[src/rtl/mem_access_ctrl_pkg.sv]
// Shared definitions for the load/store unit: funct3 codes, FSM states, request legality.
package mem_access_ctrl_pkg;

  localparam int unsigned DEF_MEM_WORDS = 1024;
  localparam int unsigned XLEN          = 32;
  localparam int unsigned F3_W_BITS     = 3;

  localparam logic [F3_W_BITS-1:0] F3_B  = 3'b000;
  localparam logic [F3_W_BITS-1:0] F3_H  = 3'b001;
  localparam logic [F3_W_BITS-1:0] F3_W  = 3'b010;
  localparam logic [F3_W_BITS-1:0] F3_BU = 3'b100;
  localparam logic [F3_W_BITS-1:0] F3_HU = 3'b101;

  typedef enum logic [2:0] {
    IDLE    = 3'd0,
    RD      = 3'd1,
    RESP    = 3'd2,
    WR      = 3'd3,
    RMW_RD  = 3'd4,
    RMW_MRG = 3'd5,
    RMW_WR  = 3'd6,
    DONE    = 3'd7
  } state_e;

  // Illegal funct3 or misaligned offset; the address range is checked separately.
  function automatic logic req_bad(input logic we, input logic [F3_W_BITS-1:0] f3,
                                   input logic [1:0] off);
    logic bad;
    case (f3)
      F3_B:    bad = 1'b0;
      F3_H:    bad = off[0];
      F3_W:    bad = (off != 2'b00);
      F3_BU:   bad = we;
      F3_HU:   bad = we | off[0];
      default: bad = 1'b1;
    endcase
    return bad;
  endfunction

endpackage

[src/rtl/byte_lane_unit.sv]
// Combinational byte/half lane handling: load extract+extend and store merge.
module byte_lane_unit
  import mem_access_ctrl_pkg::*;
(
  input  logic [F3_W_BITS-1:0] f3,
  input  logic [1:0]           off,
  input  logic [XLEN-1:0]      mem_do,
  input  logic [15:0]          wdata,
  output logic [XLEN-1:0]      load_c,
  output logic [XLEN-1:0]      merge_c
);

  logic [7:0]  byte_sel;
  logic [15:0] half_sel;

  // Pick the addressed lane and extend it for loads.
  always_comb begin
    case (off)
      2'd0:    byte_sel = mem_do[7:0];
      2'd1:    byte_sel = mem_do[15:8];
      2'd2:    byte_sel = mem_do[23:16];
      default: byte_sel = mem_do[31:24];
    endcase
    half_sel = off[1] ? mem_do[31:16] : mem_do[15:0];
    case (f3)
      F3_B:    load_c = {{24{byte_sel[7]}}, byte_sel};
      F3_BU:   load_c = {24'b0, byte_sel};
      F3_H:    load_c = {{16{half_sel[15]}}, half_sel};
      F3_HU:   load_c = {16'b0, half_sel};
      default: load_c = mem_do;
    endcase
  end

  // Replace the addressed byte (SB) or half (SH) of the read word with store data.
  always_comb begin
    merge_c = mem_do;
    if (f3[0]) begin
      if (off[1]) merge_c[31:16] = wdata;
      else        merge_c[15:0]  = wdata;
    end else begin
      case (off)
        2'd0:    merge_c[7:0]   = wdata[7:0];
        2'd1:    merge_c[15:8]  = wdata[7:0];
        2'd2:    merge_c[23:16] = wdata[7:0];
        default: merge_c[31:24] = wdata[7:0];
      endcase
    end
  end

endmodule

[src/rtl/mem_access_ctrl.sv]
// Load/store unit: byte-addressed RV32I loads/stores onto a word-addressed memory port.
module mem_access_ctrl
  import mem_access_ctrl_pkg::*;
#(
  parameter int unsigned MEM_WORDS = DEF_MEM_WORDS
) (
  input  logic                 CLK,
  input  logic                 RST,
  input  logic                 REQ,
  input  logic                 REQ_WE,
  input  logic [F3_W_BITS-1:0] REQ_F3,
  input  logic [XLEN-1:0]      REQ_ADDR,
  input  logic [XLEN-1:0]      REQ_WDATA,
  output logic                 BUSY,
  output logic                 ACK,
  output logic                 ERR,
  output logic [XLEN-1:0]      RDATA,
  output logic [XLEN-1:0]      MEM_ADDR,
  output logic [XLEN-1:0]      MEM_DIN,
  output logic                 MEM_WE,
  input  logic [XLEN-1:0]      MEM_DO,
  input  logic                 MEM_RDY
);

  state_e                state_q, state_d;
  logic [F3_W_BITS-1:0]  f3_q, f3_d;
  logic [1:0]            off_q, off_d;
  logic [15:0]           wdata_q, wdata_d;
  logic                  err_q, err_d;
  logic                  ack_q, ack_d;
  logic                  busy_q, busy_d;
  logic [XLEN-1:0]       rdata_q, rdata_d;
  logic [XLEN-1:0]       mem_addr_q, mem_addr_d;
  logic [XLEN-1:0]       mem_din_q, mem_din_d;
  logic                  mem_we_q, mem_we_d;

  logic [XLEN-1:0]       load_c;
  logic [XLEN-1:0]       merge_c;
  logic                  out_of_range_c;

  byte_lane_unit u_lane (
    .f3      (f3_q),
    .off     (off_q),
    .mem_do  (MEM_DO),
    .wdata   (wdata_q),
    .load_c  (load_c),
    .merge_c (merge_c)
  );

  assign out_of_range_c = ({2'b00, REQ_ADDR[XLEN-1:2]} >= XLEN'(MEM_WORDS));

  // Next-state and registered-output computation.
  always_comb begin
    state_d    = state_q;
    f3_d       = f3_q;
    off_d      = off_q;
    wdata_d    = wdata_q;
    err_d      = err_q;
    ack_d      = 1'b0;
    rdata_d    = rdata_q;
    mem_addr_d = mem_addr_q;
    mem_din_d  = mem_din_q;
    mem_we_d   = mem_we_q;
    case (state_q)
      IDLE: begin
        if (REQ) begin
          f3_d    = REQ_F3;
          off_d   = REQ_ADDR[1:0];
          wdata_d = REQ_WDATA[15:0];
          if (req_bad(REQ_WE, REQ_F3, REQ_ADDR[1:0]) || out_of_range_c) begin
            err_d   = 1'b1;
            ack_d   = 1'b1;
            state_d = DONE;
          end else begin
            err_d      = 1'b0;
            mem_addr_d = {2'b00, REQ_ADDR[XLEN-1:2]};
            mem_din_d  = REQ_WDATA;
            if (!REQ_WE) begin
              state_d = RD;
            end else if (REQ_F3 == F3_W) begin
              mem_we_d = 1'b1;
              state_d  = WR;
            end else begin
              state_d = RMW_RD;
            end
          end
        end
      end
      RD: begin
        if (MEM_RDY) state_d = RESP;
      end
      RESP: begin
        rdata_d = load_c;
        ack_d   = 1'b1;
        state_d = DONE;
      end
      RMW_RD: begin
        if (MEM_RDY) state_d = RMW_MRG;
      end
      RMW_MRG: begin
        mem_din_d = merge_c;
        mem_we_d  = 1'b1;
        state_d   = RMW_WR;
      end
      WR, RMW_WR: begin
        if (MEM_RDY) begin
          mem_we_d = 1'b0;
          ack_d    = 1'b1;
          state_d  = DONE;
        end
      end
      DONE: begin
        state_d = IDLE;
      end
      default: state_d = IDLE;
    endcase
    busy_d = (state_d != IDLE);
  end

  // State and output registers with synchronous reset.
  always_ff @(posedge CLK) begin
    if (RST) begin
      state_q    <= IDLE;
      f3_q       <= '0;
      off_q      <= '0;
      wdata_q    <= '0;
      err_q      <= 1'b0;
      ack_q      <= 1'b0;
      busy_q     <= 1'b0;
      rdata_q    <= '0;
      mem_addr_q <= '0;
      mem_din_q  <= '0;
      mem_we_q   <= 1'b0;
    end else begin
      state_q    <= state_d;
      f3_q       <= f3_d;
      off_q      <= off_d;
      wdata_q    <= wdata_d;
      err_q      <= err_d;
      ack_q      <= ack_d;
      busy_q     <= busy_d;
      rdata_q    <= rdata_d;
      mem_addr_q <= mem_addr_d;
      mem_din_q  <= mem_din_d;
      mem_we_q   <= mem_we_d;
    end
  end

  assign BUSY     = busy_q;
  assign ACK      = ack_q;
  assign ERR      = err_q;
  assign RDATA    = rdata_q;
  assign MEM_ADDR = mem_addr_q;
  assign MEM_DIN  = mem_din_q;
  // Write enable is masked during reset so a reset edge never commits a store.
  assign MEM_WE   = mem_we_q & ~RST;

endmodule

[config.mk]
export PLATFORM = sky130hd
export DESIGN_NAME = mem_access_ctrl
export DESIGN_NICKNAME = d
export VERILOG_FILES = /design/src/rtl/mem_access_ctrl_pkg.sv /design/src/rtl/byte_lane_unit.sv /design/src/rtl/mem_access_ctrl.sv
export SDC_FILE = /design/constraint.sdc
export NUM_CORES = 1
export LEC_CHECK = 0
export BUFFER_PORTS_ARGS = -buffer_cell sky130_fd_sc_hd__buf_2
export CAP_MARGIN = 15
export CORE_MARGIN = 2
export CORE_UTILIZATION = 50
export CTS_CLUSTER_SIZE = 25
export DETAILED_ROUTE_END_ITERATION = 16
export GPL_TIMING_DRIVEN = 0
export PLACE_DENSITY = 0.79
export SLEW_MARGIN = 25
export SYNTH_ARGS = -nofsm -noshare
export SYNTH_HDL_FRONTEND = slang
export SYNTH_HIERARCHICAL = 1
export SYNTH_SLANG_ARGS = --single-unit
[constraint.sdc]
create_clock -name CLK -period 2.25 [get_ports CLK]
set_input_delay 0.45 -clock CLK [delete_from_list [all_inputs] [get_ports CLK]]
set_output_delay 0.45 -clock CLK [all_outputs]
set_load 0.02 [all_outputs]
==> results.yml, run 1 <==
worst_setup_path:
  criticalPathCategory: "register to register"
  arrival_ns: 2.44
  cp.required_ns: 2.59
  worstSetupEndpointType: "register"
  crit_buf_inv: 3
  path_depth: 8
  crit_chain: "clkbuf_2 > nand2_1 > or2_2 > buf_2 > clkbuf_1 > nand2_1 > a21o_1 > o22ai_1"
  cpMostUsedCell: "nand2_1"
  worst-r2r-cell-count: 8
  start_kind: "register"
  critical_path.top_delay_family: "buffers and inverters"
  cp_slowest_stage_delay_ns: 0.43
  worst_path_max_delay_cell: "clkbuf_1"
  cp_max_fo: 19
die:
  chipHeight_um: 116.8
  dieWidth_um: 116.8
  pin_count: 204
  initial_core_util: 0.5086
  core_um2: 12520
  die_area_um2: 13650
  num_rows: 41
global_routing:
  grt_pass1_vias: 6329
  grt_max_degree: 17
  grt_usage: 0.3034
  grt_pass1_wl_mm: 31.84
  grt_overflow: 0
  antenna_found_initial: 0
routing:
  drt-initial-drc-count: 571
  viasPerCell: 5.535
  detail-route-antenna-nets: 0
  drt_wl_total_mm: 20.45
  drt_first_pass_iters: 5
  vias: 6714
  drc: 0
  post_drt_wl_per_cell_um: 16.86
synthesis:
  syn-cell-area_um2: 6366
  ys.flop_type: "dfxtp_1"
  synth_edf_count: 0
  synth_xor_area_frac: 0.001376
  ys_ff_latch: 122
  seq_area_frac_synth: 0.3836
  ys_top_cells_by_area: "dfxtp_1, nand2_1, o22ai_1"
  synth_adder_area_share: 0
  yosysTopAreaCellShare: 0.3836
  synth_top_area_cell: "dfxtp_1"
  synth_compound_area_frac: 0.2378
  async_flop_share: 0
  synth_simple_gate_area_frac: 0.2333
  ys.warnings.count: 6
  synth_top_family_by_area: "compound AO/OA/AOI/OAI gates"
  yosysUniqueCellTypes: 50
  muxShareOfSynthArea: 0.07724
  syn_inst: 807
  synth.avg_cell_area_um2: 7.889
clock_network:
  clkLatencyLatePin_ns: 0.42
  clock_sink_count: 122
  tritoncts: "done"
  cts_buffers: 17
  cts-root-buf: "clkbuf_16"
  cts_hold_buf: 0
  htree_levels: 4
  clk_path_buf_depth: 2
  cts.clk_slew.worst_paths_ns: 0.06
layout:
  antennaDiodeCount: 0
  final_common_cell: "buf_2"
  area_growth_pct: 28.62
  drive_gt1_frac: 0.2824
  final_nets: 1132
  final_core_util: 0.6541
  final_cell_mix: "buf_2, nand2_1, dfxtp_1, a21oi_1, o22ai_1"
sta:
  timing.fmax_mhz: 477.2
  fin_skew_ns: 0.006105
  fin_crit_sh: 0.9313
  finalHoldViolations: 0
  worst_slack_ns: 0.1546
  slew_viol_final: 0
  rsz0062_at_grt: "false"
  slew_headroom: 0.5294
  finalCriticalPeriod_ns: 2.095
  tightest_slew_ns: 0.7059
  finalSetupViolCount: 0
pwr:
  powerDensity_nw_per_um2: 863.0
  peakVddDrop_mv: 0.5223
  cellLeakagePower_nw: 3.561
min_path:
  hold_path_depth: 3
  hold_class: "primary input to register"
placed_design:
  pre_cts_ws_ns: -0.3943
  port_buffers: 200
  hpwl_mm: 15.65
  gp_congestion: 1.011
status:
  status: "completed"
run:
  maxCapViolations: 0
[synth_stat cells, types with 4 or more instances]
master    instances
buf_6             4
buf_2             8
a22oi_1          17
o21ai_0          12
mux2i_1          12
nor3_1            5
a21o_1           32
nor2b_1          13
and2_1           22
nand2b_1          4
o22ai_1          64
nor2_1           45
nor4_1            5
o221ai_1          7
mux2_2           19
dfxtp_1         122
nand3b_1         32
nand2_1         186
a21oi_1          79
inv_1            10
clkbuf_1         49
a311oi_1          7
mux4_2            7
buf_4             9
[through the flow]
step,cell area (um2),cells,hold WS [ns],TNS (ns),total power [mW]
global placement,7586,1180,0.4363,-17.14,4.401
global route,8188,1213,0.2550,0,7.401
CTS,8192,1214,0.2537,0,7.062
finish,8188,1213,0.2638,0,7.066
detailed placement,7586,1180,0.4408,-20.98,4.419
floorplan,6370,808,0.4367,0,3.827
[layout make-up]
cell class / count / area, um2
Fill cell: 1163 / 4329
Clock inverter: 14 / 135.1
Buffer: 73 / 369.1
Inverter: 13 / 48.80
Tap cell: 172 / 215.2
Timing Repair Buffer: 202 / 1028
Multi-Input combinational cell: 599 / 3510
Clock buffer: 18 / 439.2
Sequential cell: 122 / 2442
[path summary, 6_finish.rpt]
kind	endpoint	slack, ns	startpoint
max reg2reg	MEM_DIN[31]	0.15	state_q[2]
min	MEM_ADDR[9]	0.26	REQ_ADDR[11]
min reg2reg	RDATA[16]	0.45	RDATA[16]
max	MEM_DIN[31]	0.15	state_q[2]
[worst reg2reg max path: stages (launching register included)]
cell and delay (ns):
dfxtp_1 0.32, clkbuf_2 0.18, nand2_1 0.12, or2_2 0.13, buf_2 0.36, clkbuf_1 0.44, nand2_1 0.12, a21o_1 0.20
o22ai_1 0.15
[power by group]
| group | total (mW) | internal (mW) | switching [mW] |
|---|---|---|---|
| clock | 2.65 | 1.57 | 1.08 |
| combinational | 1.94 | 0.743 | 1.20 |
| sequential | 2.47 | 2.35 | 0.125 |
| total | 7.07 | 4.66 | 2.41 |
[per-layer routing]
layer	global-route usage	up-vias	wire, um
li1	-	3280	-
met3	0.07930	47	2037
met5	0	-	0
met4	0.1380	0	672
met2	0.4817	370	9160
met1	0.3890	3017	8583
[repair_timing]
action,in CTS,in global routing
setup buffers,2,0
setup endpoints to repair,60,30
gates resized for setup,2,0
pin swaps,1,0
endpoints found under the hold margin,0,0
[registers in the layout (all words and copies together) (netlist names)]
| signal | cells |
|---|---|
| MEM_DIN | 32 |
| off_q | 2 |
| ACK | 1 |
| BUSY | 1 |
| ERR | 1 |
| f3_q | 3 |
| wdata_q | 16 |
| state_q | 3 |
| MEM_ADDR | 30 |
| mem_we_q | 1 |
| RDATA | 32 |
[cell families after synthesis]
group | after synthesis
AND/OR/NAND/NOR | 322
other | 1
multiplexers | 38
AO/OA/AOI/OAI | 236
buffers and inverters | 87
flip-flops | 122
XOR/XNOR | 1
Note: power is estimated with default switching activity, not from simulation.
==> inputs of run 2 (changes only) <==
--- a/config.mk
+++ b/config.mk
@@ -5,6 +5,7 @@
 export SDC_FILE = /design/constraint.sdc
 export NUM_CORES = 1
 export LEC_CHECK = 0
+export ABC_AREA = 1
 export BUFFER_PORTS_ARGS = -buffer_cell sky130_fd_sc_hd__buf_2
 export CAP_MARGIN = 15
 export CORE_MARGIN = 2
@@ -12,7 +13,7 @@
 export CTS_CLUSTER_SIZE = 25
 export DETAILED_ROUTE_END_ITERATION = 16
 export GPL_TIMING_DRIVEN = 0
-export PLACE_DENSITY = 0.79
+export PLACE_DENSITY = 0.77
 export SLEW_MARGIN = 25
 export SYNTH_ARGS = -nofsm -noshare
 export SYNTH_HDL_FRONTEND = slang
==> results.yml, run 2 <==
synthesis:
  ys_top_cells_by_area: "dfxtp_1, nand2_1, nor2_1"
  synth.avg_cell_area_um2: 6.608
  syn-cell-area_um2: 7024
  ys_ff_latch: 122
  seq_area_frac_synth: 0.3477
  ys.warnings.count: 6
  ys.flop_type: "dfxtp_1"
  synth_common_cells: "nand2_1, nor2_1, dfxtp_1, a21oi_1, o21ai_0"
  syn_inst: 1063
  synth_most_common_cell: "nand2_1"
  synth_top_area_cell: "dfxtp_1"
  yosysTopAreaCellShare: 0.3477
  synth_edf_count: 0
  async_flop_share: 0
  yosysUniqueCellTypes: 34
pwr:
  comb_power_share: 0.436
  power_frac_seq: 0.290
  total_power_mw: 10.21
  intPower_mw: 5.827
  switching_share: 0.4291
  clkPwrFrac: 0.274
  cellLeakagePower_nw: 4.488
  powerDensity_nw_per_um2: 1153
  p_sw_mw: 4.379
  peakVddDrop_mv: 0.7265
clock_network:
  clock_sink_count: 122
  htree_levels: 4
  clkLatencyLatePin_ns: 0.43
  cts-root-buf: "clkbuf_16"
  tritoncts: "done"
  clk_path_buf_depth: 2
  cts.clk_slew.worst_paths_ns: 0.06
  cts_buffers: 17
  postCtsResizedCells: 0
worst_setup_path:
  cp_slowest_stage_delay_ns: 0.39
  cpMostUsedCell: "o21ai_0"
  arrival_ns: 2.33
  criticalPathCategory: "register to register"
  worstSetupEndpointType: "register"
  cp.required_ns: 2.57
  reg2reg_from: "off_q[1]"
  startpoint: "off_q[1]"
  start_kind: "register"
  crit_chain: "buf_6 > buf_4 > buf_2 > a21oi_1 > o21ai_0 > o21ai_0 > mux2_4 > clkinv_1 > nand3_1 > nand2_1 > nor2_1"
  critical_path.top_delay_family: "buffers and inverters"
  worst_path_max_delay_cell: "dfxtp_1"
  crit_buf_inv: 4
  cp_max_fo: 10
placed_design:
  port_buffers: 201
  gp_congestion: 1.015
  placed_area_um2: 8259
  pre_cts_ws_ns: 0.1664
  hpwl_mm: 17.84
die:
  core_um2: 13830
  die_area_um2: 15010
  num_rows: 43
  dieWidth_um: 122.5
  pin_count: 204
  chipHeight_um: 122.5
  initial_core_util: 0.5080
routing:
  drt-initial-drc-count: 698
  vias: 7908
  drt_wl_total_mm: 23.75
  viasPerCell: 5.358
  drc: 0
  detail-route-antenna-nets: 0
  post_drt_wl_per_cell_um: 16.09
  drt_first_pass_iters: 7
sta:
  worst_slack_ns: 0.2412
  timing.fmax_mhz: 497.8
  totalNegativeSetupSlack_ns: 0
  tightest_slew_ns: 0.7811
  slew_headroom: 0.4793
  rsz0062_at_grt: "false"
  finalSetupViolCount: 0
  finalCriticalPeriod_ns: 2.009
  fin_skew_ns: 0.007488
  fin_crit_sh: 0.8928
  slew_viol_final: 0
  finalHoldViolations: 0
global_routing:
  grt_max_degree: 17
  grt_overflow: 0
  grt_pass1_wl_mm: 36.12
  grt_usage: 0.3140
  antenna_found_initial: 0
  grt_pass1_vias: 6902
status:
  status: "completed"
layout:
  fillers: 1320
  final_common_cell: "buf_2"
  final_nets: 1387
  stdcell_area_um2: 8855
  area_growth_pct: 26.06
  antennaDiodeCount: 0
  final_cell_mix: "buf_2, nand2_1, nor2_1, dfxtp_1, a21oi_1"
  drive_gt1_frac: 0.2500
  final_core_util: 0.6404
run:
  maxCapViolations: 0
min_path:
  worstHoldStart: "REQ_ADDR[7]"
  hold_class: "primary input to register"
[run 2: changes by cell type after synthesis, moves of 31 or more]
cell	before	now
inv_1	10	54
nand3_1	3	78
clkinv_1	1	32
a21o_1	32	0
a21oi_1	79	118
o22ai_1	64	1
o21ai_0	12	115
nor2_1	45	173
nand3b_1	32	0
[run 2: path summary, 6_finish.rpt]
path,endpoint,slack [ns],cells after the start
worst max register to register,MEM_DIN[14],0.24,11
worst min register to register,mem_we_q,0.46,2
worst max-delay path,MEM_DIN[14],0.24,11
worst min-delay path,MEM_ADDR[5],0.24,3
[run 2: cell families after synthesis]
| kind of cell | share of synthesized area |
|---|---|
| flops | 0.3477 |
| simple gates | 0.2932 |
| buf+inv | 0.1081 |
| mux | 0.06199 |
| other cells | 0.0005339 |
| compound gates | 0.1885 |
[run 2: final cells by class]
type | count | area [um2] | area share
Timing Repair Buffer | 201 | 1006 | 0.1136
Sequential cell | 122 | 2442 | 0.2758
Clock buffer | 18 | 439.2 | 0.04960
Multi-Input combinational cell | 775 | 3826 | 0.4321
Tap cell | 180 | 225.2 | 0.02543
Buffer | 73 | 406.6 | 0.04592
Inverter | 93 | 349.1 | 0.03942
Clock inverter | 14 | 160.2 | 0.01809
[run 2: layer usage]
metal  vias up  global-route usage  share of wire
li1       3914                   -              -
met1      3567              0.4158           0.45
met2       363              0.4997           0.44
met3        64             0.06366          0.077
met4         0              0.1279          0.033
met5         -                   0              0
[run 2: tightest hold or removal path: stages]
cell	delay, ns
buf_2	0.08
nor2_1	0.03
nor2_1	0.08
[run 2: what timing repair did]
item,4_1_cts,5_1_grt
buffers inserted,0,0
endpoints found under the setup margin,0,1
hold buffers,0,0
hold endpoints to repair,0,0
[run 2: power groups by stage]
stage	clock network [mW]	registers, mW	logic, mW
2_1_floorplan	0	3.36	2.68
3_3_place_gp	0	2.99	4.31
6_report	2.80	2.96	4.45
4_1_cts	2.81	2.95	4.39
5_1_grt	2.91	3.01	4.90
3_5_place_dp	0	2.99	4.35
[run 2: metrics by stage]
step | std cells | hold slack (ns)
after CTS | 1477 | 0.2367
after detailed placement | 1445 | 0.4440
final | 1476 | 0.2407
after floorplan | 1064 | 0.4316
after global routing | 1476 | 0.2505
after global placement | 1445 | 0.4413
